<file path="config.mk">
export PLATFORM = sky130hd
export DESIGN_NAME = shift_feed_fifo
export DESIGN_NICKNAME = d
export VERILOG_FILES = /design/src/rtl/shift_feed_pkg.sv /design/src/rtl/shift_feed_mem.sv /design/src/rtl/shift_feed_fifo.sv
export SDC_FILE = /design/constraint.sdc
export NUM_CORES = 1
export LEC_CHECK = 0
export CORE_ASPECT_RATIO = 0.75
export CORE_UTILIZATION = 55
export CTS_BUF_LIST = sky130_fd_sc_hd__clkbuf_2 sky130_fd_sc_hd__clkbuf_4 sky130_fd_sc_hd__clkbuf_8
export DETAILED_ROUTE_END_ITERATION = 6
export PLACE_DENSITY = 0.81
export RECOVER_POWER = 50
export SYNTH_ARGS = -nofsm -noshare
export SYNTH_HDL_FRONTEND = slang
export SYNTH_SLANG_ARGS = --single-unit
</file>
<file path="constraint.sdc">
create_clock -name clock -period 2.7 [get_ports clock]
set_input_delay 0.675 -clock clock [delete_from_list [all_inputs] [get_ports clock]]
set_output_delay 0.675 -clock clock [all_outputs]
set_load 0.02 [all_outputs]
</file>
<file path="src/rtl/shift_feed_pkg.sv">
// Shared sizing helpers and parameter legality check for the shift feed FIFO.
package shift_feed_pkg;

    localparam int DEFAULT_WIDTH = 8;
    localparam int DEFAULT_DEPTH = 4;

    function automatic int ptr_width(input int depth);
        return (depth > 1) ? $clog2(depth) : 1;
    endfunction

    function automatic int count_width(input int depth);
        return $clog2(depth) + 1;
    endfunction

    function automatic bit depth_legal(input int depth);
        return (depth >= 2) && ((depth & (depth - 1)) == 0);
    endfunction

endpackage

</file>
<file path="src/rtl/shift_feed_mem.sv">
// DEPTH x WIDTH register array: one synchronous write port, one asynchronous read port.
module shift_feed_mem
    import shift_feed_pkg::*;
#(
    parameter int WIDTH = DEFAULT_WIDTH,
    parameter int DEPTH = DEFAULT_DEPTH
) (
    input  logic                        clock,
    input  logic                        wr_en,
    input  logic [ptr_width(DEPTH)-1:0] wr_addr,
    input  logic [WIDTH-1:0]            wr_data,
    input  logic [ptr_width(DEPTH)-1:0] rd_addr,
    output logic [WIDTH-1:0]            rd_data
);

    logic [WIDTH-1:0] mem [DEPTH];

    always_ff @(posedge clock) begin
        if (wr_en) begin
            mem[wr_addr] <= wr_data;
        end
    end

    assign rd_data = mem[rd_addr];

endmodule

</file>
<file path="src/rtl/shift_feed_fifo.sv">
// Registered-output FIFO feeding a shift register; optional flush port
// enabled by defining SHIFT_FEED_FIFO_FLUSH_EN.
module shift_feed_fifo
    import shift_feed_pkg::*;
#(
    parameter int WIDTH = DEFAULT_WIDTH,
    parameter int DEPTH = DEFAULT_DEPTH
) (
    input  logic                          clock,
    input  logic                          reset,
`ifdef SHIFT_FEED_FIFO_FLUSH_EN
    input  logic                          flush,
`endif
    input  logic [WIDTH-1:0]              in_data,
    input  logic                          in_valid,
    output logic                          in_ready,
    output logic [WIDTH-1:0]              out_data,
    output logic                          out_valid,
    input  logic                          out_ready,
    output logic [count_width(DEPTH)-1:0] count
);

    localparam int PW = ptr_width(DEPTH);
    localparam int CW = count_width(DEPTH);
    localparam logic [CW-1:0] FULL = CW'(DEPTH);

    if (!depth_legal(DEPTH)) begin : g_bad_depth
        $error("shift_feed_fifo: DEPTH must be a power of two >= 2");
    end

    logic [PW-1:0]    wr_ptr;
    logic [PW-1:0]    rd_ptr;
    logic [WIDTH-1:0] head;
    logic             clear;
    logic             wr;
    logic             rd;

`ifdef SHIFT_FEED_FIFO_FLUSH_EN
    assign clear = flush;
`else
    assign clear = 1'b0;
`endif

    assign in_ready  = (count != FULL);
    assign out_valid = (count != '0);
    assign out_data  = out_valid ? head : '0;

    // Reset and flush both suppress the handshakes of that cycle.
    assign wr = in_valid && in_ready && reset && !clear;
    assign rd = out_valid && out_ready && reset && !clear;

    shift_feed_mem #(
        .WIDTH(WIDTH),
        .DEPTH(DEPTH)
    ) u_mem (
        .clock  (clock),
        .wr_en  (wr),
        .wr_addr(wr_ptr),
        .wr_data(in_data),
        .rd_addr(rd_ptr),
        .rd_data(head)
    );

    always_ff @(posedge clock) begin
        if (!reset || clear) begin
            wr_ptr <= '0;
            rd_ptr <= '0;
            count  <= '0;
        end else begin
            if (wr) begin
                wr_ptr <= wr_ptr + PW'(1);
            end
            if (rd) begin
                rd_ptr <= rd_ptr + PW'(1);
            end
            unique case ({wr, rd})
                2'b10:   count <= count + CW'(1);
                2'b01:   count <= count - CW'(1);
                default: count <= count;
            endcase
        end
    end

endmodule

</file>
# After elaboration in Yosys (flattened, before gate mapping)
# Memory sizes are Yosys's and may differ from the RTL's. A register that Yosys moved wholly into a read port is not among the register bits.
# Index checks and enable logic that the tools add are counted.
# W data, S select, Z words.
# totals
n_memories	1
register_bits	7
out_inout_bits	13
elab_cells	23
in_bits	12
ram_bits	32
# mem_list
memory	words	word_bits	rd	rd_clocked_by_memory_dff	write_ports	line	source
u_mem.mem	4	8	1	1	1	shift_feed_mem.sv:16	logic [WIDTH-1:0] mem [DEPTH];
# classes
addsub	4
n_mux	6
n_eq_ne	3
n_reduce_logical	6
# op_table
op	count
$mux W8	1
$pmux W3 S2	1
$add A2 B1 Y2 const B	2
$logic_and A1 B1 Y1	4
$mux W2	2
$add A3 B1 Y3 const B	1
$ne A3 B3 Y1 const B	1
$reduce_bool A3 Y1	1
$sub A3 B1 Y3 const B	1
$eq A2 B1 Y1 const B	1
$eq A2 B2 Y1 const B	1
$mux W1	2
$reduce_bool A2 Y1	1

# Depth between registers and ports, before layout
# Gate-level depths: netlist (run 1).
# logic_depth
word_depth	5
depth_mapped	10
mapped_depth_nobuf	9

# Hierarchy
# A second synthesis (run 1) with hierarchy kept.
# hier_totals
hier_cells	97
hier_area_um2	1629.1
# by_module_without_submodules
mod	area_each_um2	seq_area_each_um2	n_inst	cells_each
shift_feed_mem	1188.6	960.9	1	46
shift_feed_fifo	440.4	140.1	1	51

# Worst setup path after synthesis (run 1)
# Ideal clock, no wire load.
# synth_timing
kind	reg-to-reg
start	register count[2]
end	register count[2]
t_required_ps	2624
t_arrival_ps	2198
n_path_buf	1
stages_incl_launch_ff	10
slack_ps	427
synth_period_minus_slack_ps	2273
path_cell_list	dfxtp_1 or3_1 buf_2 and3_1 ha_1 inv_1 fa_1 xor2_1 or3_1 a21boi_0
# synth_via
elab_chain_len	5
# synth_lines
item	line	source
from (decl)	shift_feed_fifo.sv:20	output logic [count_width(DEPTH)-1:0] count
from (signal assigned)	shift_feed_fifo.sv:77	2'b10: count <= count + CW'(1);
from (signal assigned)	shift_feed_fifo.sv:78	2'b01: count <= count - CW'(1);
from (signal assigned)	shift_feed_fifo.sv:79	default: count <= count;
$reduce_bool A3 Y1 *	shift_feed_fifo.sv:45	assign out_valid = (count != '0);
via out_valid	shift_feed_fifo.sv:18	output logic out_valid,
$logic_and A1 B1 Y1 * (2 in a row)	shift_feed_fifo.sv:50	assign rd = out_valid && out_ready && reset && !clear;
via rd	shift_feed_fifo.sv:36	logic rd;
$eq A2 B1 Y1 / $eq A2 B2 Y1 (equally long branches)	shift_feed_fifo.sv:76	unique case ({wr, rd})
$pmux W3 S2 / $reduce_bool A2 Y1 (equally long branches)	--	
# Mark *: on every way through the listed nets, which the timed path passes. The rest lies on a longest branch.
# A chain may end at the register's enable or synchronous reset.

# Worst setup path in the final report (run 1)
# layout_timing
start	register count[2]
end	output out_valid
# layout_via
elab_chain_len	1
# layout_lines
item	line
$reduce_bool A3 Y1	shift_feed_fifo.sv:45
to (decl)	shift_feed_fifo.sv:18
# Every way passes these cells.

==> results of run 1 <==
how the worst max path moves through the flow:
stage / to / slack, ns / startpoint
final: out_valid / 0.19 / count[2]
after global routing: count[2] / 0.07 / reset
after CTS: out_valid / 0.16 / count[2]
after detailed placement: count[2] / -0.04 / reset
after global placement: count[2] / 0.08 / reset
after floorplan: count[2] / 0.43 / count[2]
layout make-up:
| cell class | instances | area, um^2 |
|---|---|---|
| clock buffers | 8 | 97.6 |
| fillers | 201 | 870 |
| inverters | 7 | 26.3 |
| multi-input cells | 52 | 504 |
| flip-flops and latches | 41 | 1140 |
| well taps | 38 | 47.5 |
| repair buffers | 27 | 249 |
through the flow:
stage / std cells / setup TNS, ns / total power [mW] / setup WS (ns) / util (%)
after detailed placement: 165 / -0.0441 / 1.01 / -0.0441 / 67.6
after floorplan: 104 / 0 / 0.903 / 0.427 / -
final: 173 / 0 / 1.39 / 0.190 / 70.4
after CTS: 173 / 0 / 1.40 / 0.163 / 70.6
after global placement: 165 / 0 / 0.998 / 0.0771 / 67.6
after global routing: 173 / 0 / 1.45 / 0.0713 / 70.4
kinds of logic after synthesis:
logic type      share of synthesized area (%)
simple gates                             8.68
fa+ha+maj                                4.86
buf+inv                                  3.02
mux                                      11.8
xor+xnor                                 2.06
compound gates                           2.50
flops                                    67.1
report_power, final:
part           internal [mW]  leakage (nW)  switching (mW)
combinational          0.114         0.329           0.122
sequential             0.713         0.364          0.0222
clock                  0.228        0.0523           0.187
total                   1.05         0.746           0.332
state kept, by name (all words and copies together) (netlist names), named ones only:
register	cells
rd_ptr	2
u_mem.mem	32
wr_ptr	2
count	3
placed cells by master, fill, tap and decap left out:
cell type        synthesis  final
a21boi_0                 1      1
a21oi_1                  0      1
and2_0                   0      3
and2_1                  17     14
and3_1                   1      1
buf_4                    0      2
clkbuf_1                 1      1
clkbuf_4                 0      2
clkbuf_8                 0      6
clkdlybuf4s50_1          0      5
dfxtp_1                  9      9
dlygate4sd2_1            0      8
dlygate4sd3_1            0     11
edfxtp_1                32     32
fa_1                     1      1
ha_1                     5      5
inv_1                    7      7
mux2i_1                  2      2
mux4_2                   8      8
nand2_1                  5      5
nor2_1                   1      1
o21ai_0                  2      2
o311ai_0                 0      1
o31ai_1                  1      1
or3_1                    2      2
xnor2_1                  3      3
xor2_1                   1      1
routing by layer:
metal	global-route usage, %	share of wire, %
met5	0	0
met2	32.8	51
met4	9.57	1.3
met1	25.2	44
met3	4.77	3.9
critical path: stages, from the launching register on:
cell	delay (ns)
dfxtp_1	0.39
or3_1	0.56
clkdlybuf4s50_1	0.60
==> reports/metrics.yaml, run 1 <==
floorplanning:
  floorplan.rows: 17
  initial_cell_density_of_the_core_pct: 57.9
  die_width_um: 66.2
  num_io_pins: 25
  coreArea_mm2: 0.00294
  chipHeight_um: 50.2
  die-area_mm2: 0.00332
critical_path:
  critical_path_end_type: "primary output"
  timing.critical_path.fanout_max: 10
  critPathArrivalTime_ns: 1.83
  critical_path.reg2reg.endpoint: "count[2]"
  critical_path_class: "reg -> out"
  r2r_cells: 8
  timing.critical_path.from_type: "register"
  setup_slack_reg_to_reg_ns: 0.34
  crit-reg2reg-launch: "count[2]"
  critical_path_required_ns: 2.03
pwr:
  power.density_cell_area_mw_per_mm2: 671
  peakVddDrop_mv: 0.460
  power_leakage_nw: 0.746
synth:
  synth.yosys.seq_area_share_pct: 67.1
  synthMostInstantiatedCell: "edfxtp_1"
  post_synth_instance_area_mm2: 0.00170
  yosys.area.top_type: "edfxtp_1"
  synth.ff_latch_count: 41
  synth_edf_count: 32
  synth_commonest_cells: "edfxtp_1 (32), and2_1 (17), dfxtp_1 (9)"
  synth-main-ff-cell: "edfxtp_1"
  synth.lib_cells_used.distinct: 23
  synth_top_cells_by_area: "edfxtp_1 (57%), dfxtp_1 (11%), mux4_2 (11%)"
  synth_warnings: 0
  postSynthCellCount: 104
  postSynth.asyncResetShare_pct: 0
  synth_nets: 122
  avgSynthCellArea_um2: 16.3
  synth_top_cell_area_share_pct: 56.5
worst_hold_path:
  worst_hold_endpoint: "wr_ptr[1]"
  hold_path_class: "reg -> reg"
  whs_path_depth: 2
  min-delay-start: "wr_ptr[1]"
layout:
  fin_nets: 152
  final_cell_area_mm2: 0.00207
  antenna-diode-count: 0
  area_delta_synth_final_pct: 21.5
  drive_gt1_share_pct: 13.3
run_status:
  run_status: "complete, no violations"
routing:
  drt-total-wl_mm: 2.82
  remaining_drc_errors: 0
  vias_per_cell: 5.32
  route.vias.total: 921
  first_pass_iters: 4
  detail-route-antenna-nets: 0
  routed_len_inst_um: 16.3
  drtIter0Drc: 34
global_routing:
  first_global_vias: 938
  grt_start_max_net_pins: 13
  global_route_wire_length_before_repair_mm: 4.50
  gr-total-overflow: 0
  initial_antenna_violation_count: 0
  grt.total_usage_pct: 20.1
clock_tree:
  cts.reportedPaths.clkPinSlew_ns: 0.07
  clk-insertion-delay-late_ns: 0.28
  maximum_buffer_depth_of_the_clock_tree: 2
  cts-hold-fix-buffers: 0
  cts_tree: "yes"
  cts.repair.resized: 8
  cts_num_sinks: 41
  cts_setup_buffers: 0
  cts-root-buf: "clkbuf_8"
  cts-htree-levels: 2
  number_of_cts_inserted_buffers: 5
run:
  maxCapViolCount: 0
placement:
  port_buffers: 24
  dp_hpwl_mm: 1.96
  gp_routability_congestion: 0.695
  post_place_cell_area_mm2: 0.00199
sta:
  grt_setup_unrepaired: "no"
  finalSetupViolCount: 0
  slew_viol_final: 0
  worst_slew_margin_rel_pct: 57.1
  worst_clock_skew_ns: 0.00759
  worst_max_slew_pin_slew_ns: 0.644
  layout_worst_path_cycle_share_pct: 93.0
  whs_ns: 0.513
  max_freq_mhz: 398
  hold_viol: 0
  final_period_minus_worst_setup_slack_ns: 2.51
(Power assumes the default switching activity.)
==> run 2: changes to the inputs <==
- CORE_UTILIZATION: 55 -> 30
- PLACE_DENSITY: 0.81 -> not set
==> reports/metrics.yaml, run 2 (same netlist as run 1, synthesis figures left out) <==
worst_hold_path:
  worst_hold_endpoint: "wr_ptr[1]"
  whs_path_depth: 2
  min-delay-start: "wr_ptr[1]"
  hold_path_class: "reg -> reg"
pwr:
  peakVddDrop_mv: 0.233
  power.density_cell_area_mw_per_mm2: 697
  power_leakage_nw: 0.751
  totalPowerFinal_mw: 1.50
clock_tree:
  cts.reportedPaths.clkPinSlew_ns: 0.08
  cts_num_sinks: 41
  cts.repair.resized: 8
  clk-insertion-delay-late_ns: 0.29
  cts-hold-fix-buffers: 0
  cts_tree: "yes"
  maximum_buffer_depth_of_the_clock_tree: 2
  number_of_cts_inserted_buffers: 5
  cts_setup_buffers: 0
  cts-htree-levels: 2
  cts-root-buf: "clkbuf_8"
layout:
  final_cell_area_mm2: 0.00215
  largest_register_ffs: 32
  layout_top_registers: "u_mem.mem x32, count x3"
  antenna-diode-count: 0
  fin_nets: 153
  area_delta_synth_final_pct: 26.3
  filler_cell_count: 522
  most_common_cell_after_layout_fill_and_taps_aside: "edfxtp_1"
  max_flop_register: "u_mem.mem"
  leading_cell_types_in_the_layout_fill_and_taps_excluded: "edfxtp_1 (32), and2_1 (14), dfxtp_1 (9)"
  drive_gt1_share_pct: 14.7
  post-route-util_pct: 39.7
global_routing:
  global_route_wire_length_before_repair_mm: 5.02
  initial_antenna_violation_count: 0
  first_global_vias: 1038
  groute.layer.met1.usage_pct: 14.3
  grt.total_usage_pct: 12.1
  gr-usage-met3_pct: 3.67
  gr-total-overflow: 0
  globalRoute.busiestLayer: "met2"
  grt.met2_usage_pct: 20.2
  grt_start_max_net_pins: 14
routing:
  drt-total-wl_mm: 3.13
  routed_len_inst_um: 14.8
  route.vias.total: 930
  first_pass_iters: 4
  vias_per_cell: 4.41
  drtIter0Drc: 105
  detail-route-antenna-nets: 0
  remaining_drc_errors: 0
critical_path:
  setup_slack_reg_to_reg_ns: 0.41
  cp_max_delay_cell: "clkdlybuf4s50_1"
  critical_path_required_ns: 2.91
  critical_path.top_delay_family: "buffers and inverters"
  critical_path_end_type: "register"
  crit-reg2reg-launch: "count[2]"
  timing.critical_path.fanout_max: 4
  critical_path.reg2reg.endpoint: "count[2]"
  cp_num_buf_inv: 2
  crit_path_max_incr_delay_ns: 0.54
  critical_path_cell_count: 8
  critPathArrivalTime_ns: 2.72
  r2r_cells: 8
  crit_path_cell_trace: "clkdlybuf4s50_1 > and3_1 > ha_1 > inv_1 > fa_1 > xor2_1 > or3_1 > a21boi_0"
  critical_path_class: "in -> reg"
  timing.critical_path.from_type: "primary input"
placement:
  detailedPlace.worstSlack_ns: -0.131
  dp_hpwl_mm: 2.17
  gp_routability_congestion: 0.674
  port_buffers: 24
  post_place_cell_area_mm2: 0.00204
sta:
  worst_clock_skew_ns: 0.00287
  worst_slew_margin_rel_pct: 57.7
  final_period_minus_worst_setup_slack_ns: 2.51
  finalWorstSetupSlack_ns: 0.191
  worst_max_slew_pin_slew_ns: 0.634
  slew_viol_final: 0
  hold_viol: 0
  layout_worst_path_cycle_share_pct: 92.9
  max_freq_mhz: 399
  finalSetupViolCount: 0
  grt_setup_unrepaired: "no"
run_status:
  run_status: "complete, no violations"
floorplanning:
  floorplan.rows: 23
  num_io_pins: 25
  die-area_mm2: 0.00598
  initial_cell_density_of_the_core_pct: 31.4
  chipHeight_um: 67.2
  die_width_um: 88.9
  coreArea_mm2: 0.00541
run:
  maxCapViolCount: 0
## run 2: cell types whose count changed in the layout (fill, tap and decap cells not counted), sizes merged
cell           before  now
dlygate4sd3        11    8
bufinv              0    1
clkbuf              9    7
clkinvlp            0    1
clkdlybuf4s50       5    8
buf                 2    3
## run 2: worst register-to-register path, stage by stage, from the launching register on
cell      delay, ns
dfxtp_1        0.46
or3_4          0.25
and3_1         0.18
ha_1           0.18
inv_1          0.06
fa_1           0.37
xor2_1         0.16
or3_1          0.33
a21boi_0       0.21
## run 2: cell type report
cell class,count,area [um^2],area share [%]
clock buffer,6,82.6,3.85
clock inverter,2,37.5,1.75
inverter,7,26.3,1.22
multi-input combinational,52,509,23.7
sequential,41,1140,53.1
tap,75,93.8,4.37
timing repair buffer,28,256,11.9
## run 2: worst max path at each step
stage	from	to	slack, ns
final	reset	count[2]	0.19
after global routing	reset	count[2]	0.05
after CTS	count[2]	out_valid	0.13
after detailed placement	reset	count[2]	-0.13
after global placement	reset	count[2]	0.08
after floorplan	count[2]	count[2]	0.43
## run 2: report_power, final
| part | leakage, nW | internal, mW | switching [mW] | total (mW) |
|---|---|---|---|---|
| Combinational | 0.329 | 0.120 | 0.127 | 0.247 |
| Sequential | 0.364 | 0.712 | 0.0216 | 0.734 |
| Clock | 0.0574 | 0.301 | 0.215 | 0.515 |
| Total | 0.751 | 1.13 | 0.363 | 1.50 |
## run 2: metrics by stage
step,hold slack (ns),instances,setup TNS [ns]
final,0.509,211,0
after global routing,0.545,211,0
after CTS,0.514,211,0
after detailed placement,0.503,203,-0.131
after global placement,0.482,203,0
after floorplan,0.468,104,0
## run 2: per-layer routing
metal,vias up,share of wire [%]
li1,439,-
met3,5,3.9
met2,21,50
met5,-,0
met1,465,44
met4,0,1.8
==> variant (flow settings as in run 1) <==
Change the package constant `DEFAULT_WIDTH` from 8 to 6.
--- a/src/rtl/shift_feed_pkg.sv
+++ b/src/rtl/shift_feed_pkg.sv
@@ -1,7 +1,7 @@
 // Shared sizing helpers and parameter legality check for the shift feed FIFO.
 package shift_feed_pkg;
 
-    localparam int DEFAULT_WIDTH = 8;
+    localparam int DEFAULT_WIDTH = 6;
     localparam int DEFAULT_DEPTH = 4;
 
     function automatic int ptr_width(input int depth);
Interface: changed (resized in_data and out_data); port bits go from 25 to 21. No check against the original RTL was run, so the function may have changed too.
==> variant against run 1 <==
  * Synthesized area fell by 18%
  * Sequential share of layout area is 2.5 points lower
  * Sequential cell count shrank 8
  * Routed wire length is 19% lower
  * Total power fell by 17%
  * Setup slack got worse by 0.022 ns
  * Core utilization increased by 2.4 points
  * Design area is 17% lower
  * Critical path depth rose by 6
  * Synthesized cell count is 13% lower
  * Count of clock-buffer cells in the layout is 2 lower
  * Largest cell class unchanged
==> variant: results (changes against run 1) <==
- Outcome: complete, no violations
- Seq/Total Area, Yosys: 64.3% (-2.8 points)
- Gate Count Post-Synth: 90 (-13%)
- Xor/xnor share of the synthesized area: 2.50% (+0.44 points)
- Clock transition time at the flip-flop clock pins of the worst setup and hold paths: 0.10 ns (+0.03 ns)
- Compound-gate portion of the synthesized area: 3.57% (+1.1 points)
- Clk_skew: 0.0120 ns (+0.00445 ns)
- Largest net degree at the start of global routing: 11 (-2)
- Placed Area: 1650 µm² (-17%)
- Vias in the first global route: 756 (-19%)
- Synth unique cells: 21 (-8.7%)
- Crit end category: register
- Worst slack, placed: -0.0132 ns (+0.0309 ns)
- DR WL met2: 1.09 mm (-24%)
- Final wirelength: 2.28 mm (-19%)
- Met3 wire length: 173 µm (+56%)
- Adder-Cell Fraction of Synth Area: 5.89% (+1.0 points)
- Fin nets: 134 (-12%)
- Routed via count: 801 (-13%)
- Port Buffers: 20 (-17%)
- Worst path slowest cell: dlygate4sd3_1
- Clk_lat worst skew: 0.34 ns (+0.06 ns)
- Synth top cells by count: edfxtp_1, and2_1, dfxtp_1, inv_1, mux4_2
- Routed length per instance: 14.9 µm (-8.7%)
- Met1 Resource Use GR: 24.2% (-1.1 points)
- Met2 Use GR: 31.6% (-1.2 points)
- Slowest Stage Delay on Critical Path: 0.62 ns (+0.02 ns)
- First-pass GRT wire length: 3.61 mm (-20%)
- Crit path max fanout: 5 (-5)
- Dpl cells: 145 (-12%)
- Syn Nets: 106 (-13%)
- Post-CTS sizing: 6 (-2)
- Layout cells sized above 1: 12.6% (-0.73 points)
- Max Clock Freq: 0.395 GHz (-0.89%)
- Met3 usage: 9.09% (+4.3 points)
- Regs by FF count: u_mem.mem (24), count (3)
- Mux contribution to synthesized area: 11.1% (-0.70 points)
- Root Driver: clkbuf_4
- Max VDD drop: 0.426 mV (-7.4%)
- CP Launch Point: reset
- RD Place Congestion: 0.740 (+6.5%)
- DRT iter0 DRCs: 22 (-35%)
- GR Util All Layers: 20.2% (+0.16 points)
- EDFF count, synth: 24 (-25%)
- Met1 wire length: 952 µm (-22%)
-- variant: power breakdown --
part	total (µW)	leakage [µW]	switching, µW	internal, µW
clock	355	0.0000433	153	203
combinational	201	0.000286	103	98.9
sequential	592	0.000291	20.8	571
-- variant: how the worst min path moves through the flow --
stage | startpoint | to | slack [ns]
after floorplan | wr_ptr[1] | wr_ptr[1] | 0.47
after global placement | wr_ptr[1] | wr_ptr[1] | 0.50
after detailed placement | wr_ptr[1] | wr_ptr[1] | 0.51
after CTS | wr_ptr[1] | wr_ptr[1] | 0.52
after global routing | wr_ptr[1] | wr_ptr[1] | 0.54
final | wr_ptr[1] | wr_ptr[1] | 0.52
-- variant: area by class of cell --
type                    count  area [µm²]  share of cell area (%)
inverters                   7        26.3                    1.54
repair buffers             23         211                    12.4
flip-flops and latches     33         901                    52.8
multi-input cells          48         447                    26.2
clock inverters             2        33.8                    1.98
clock buffers               6        45.0                    2.64
well taps                  34        42.5                    2.49
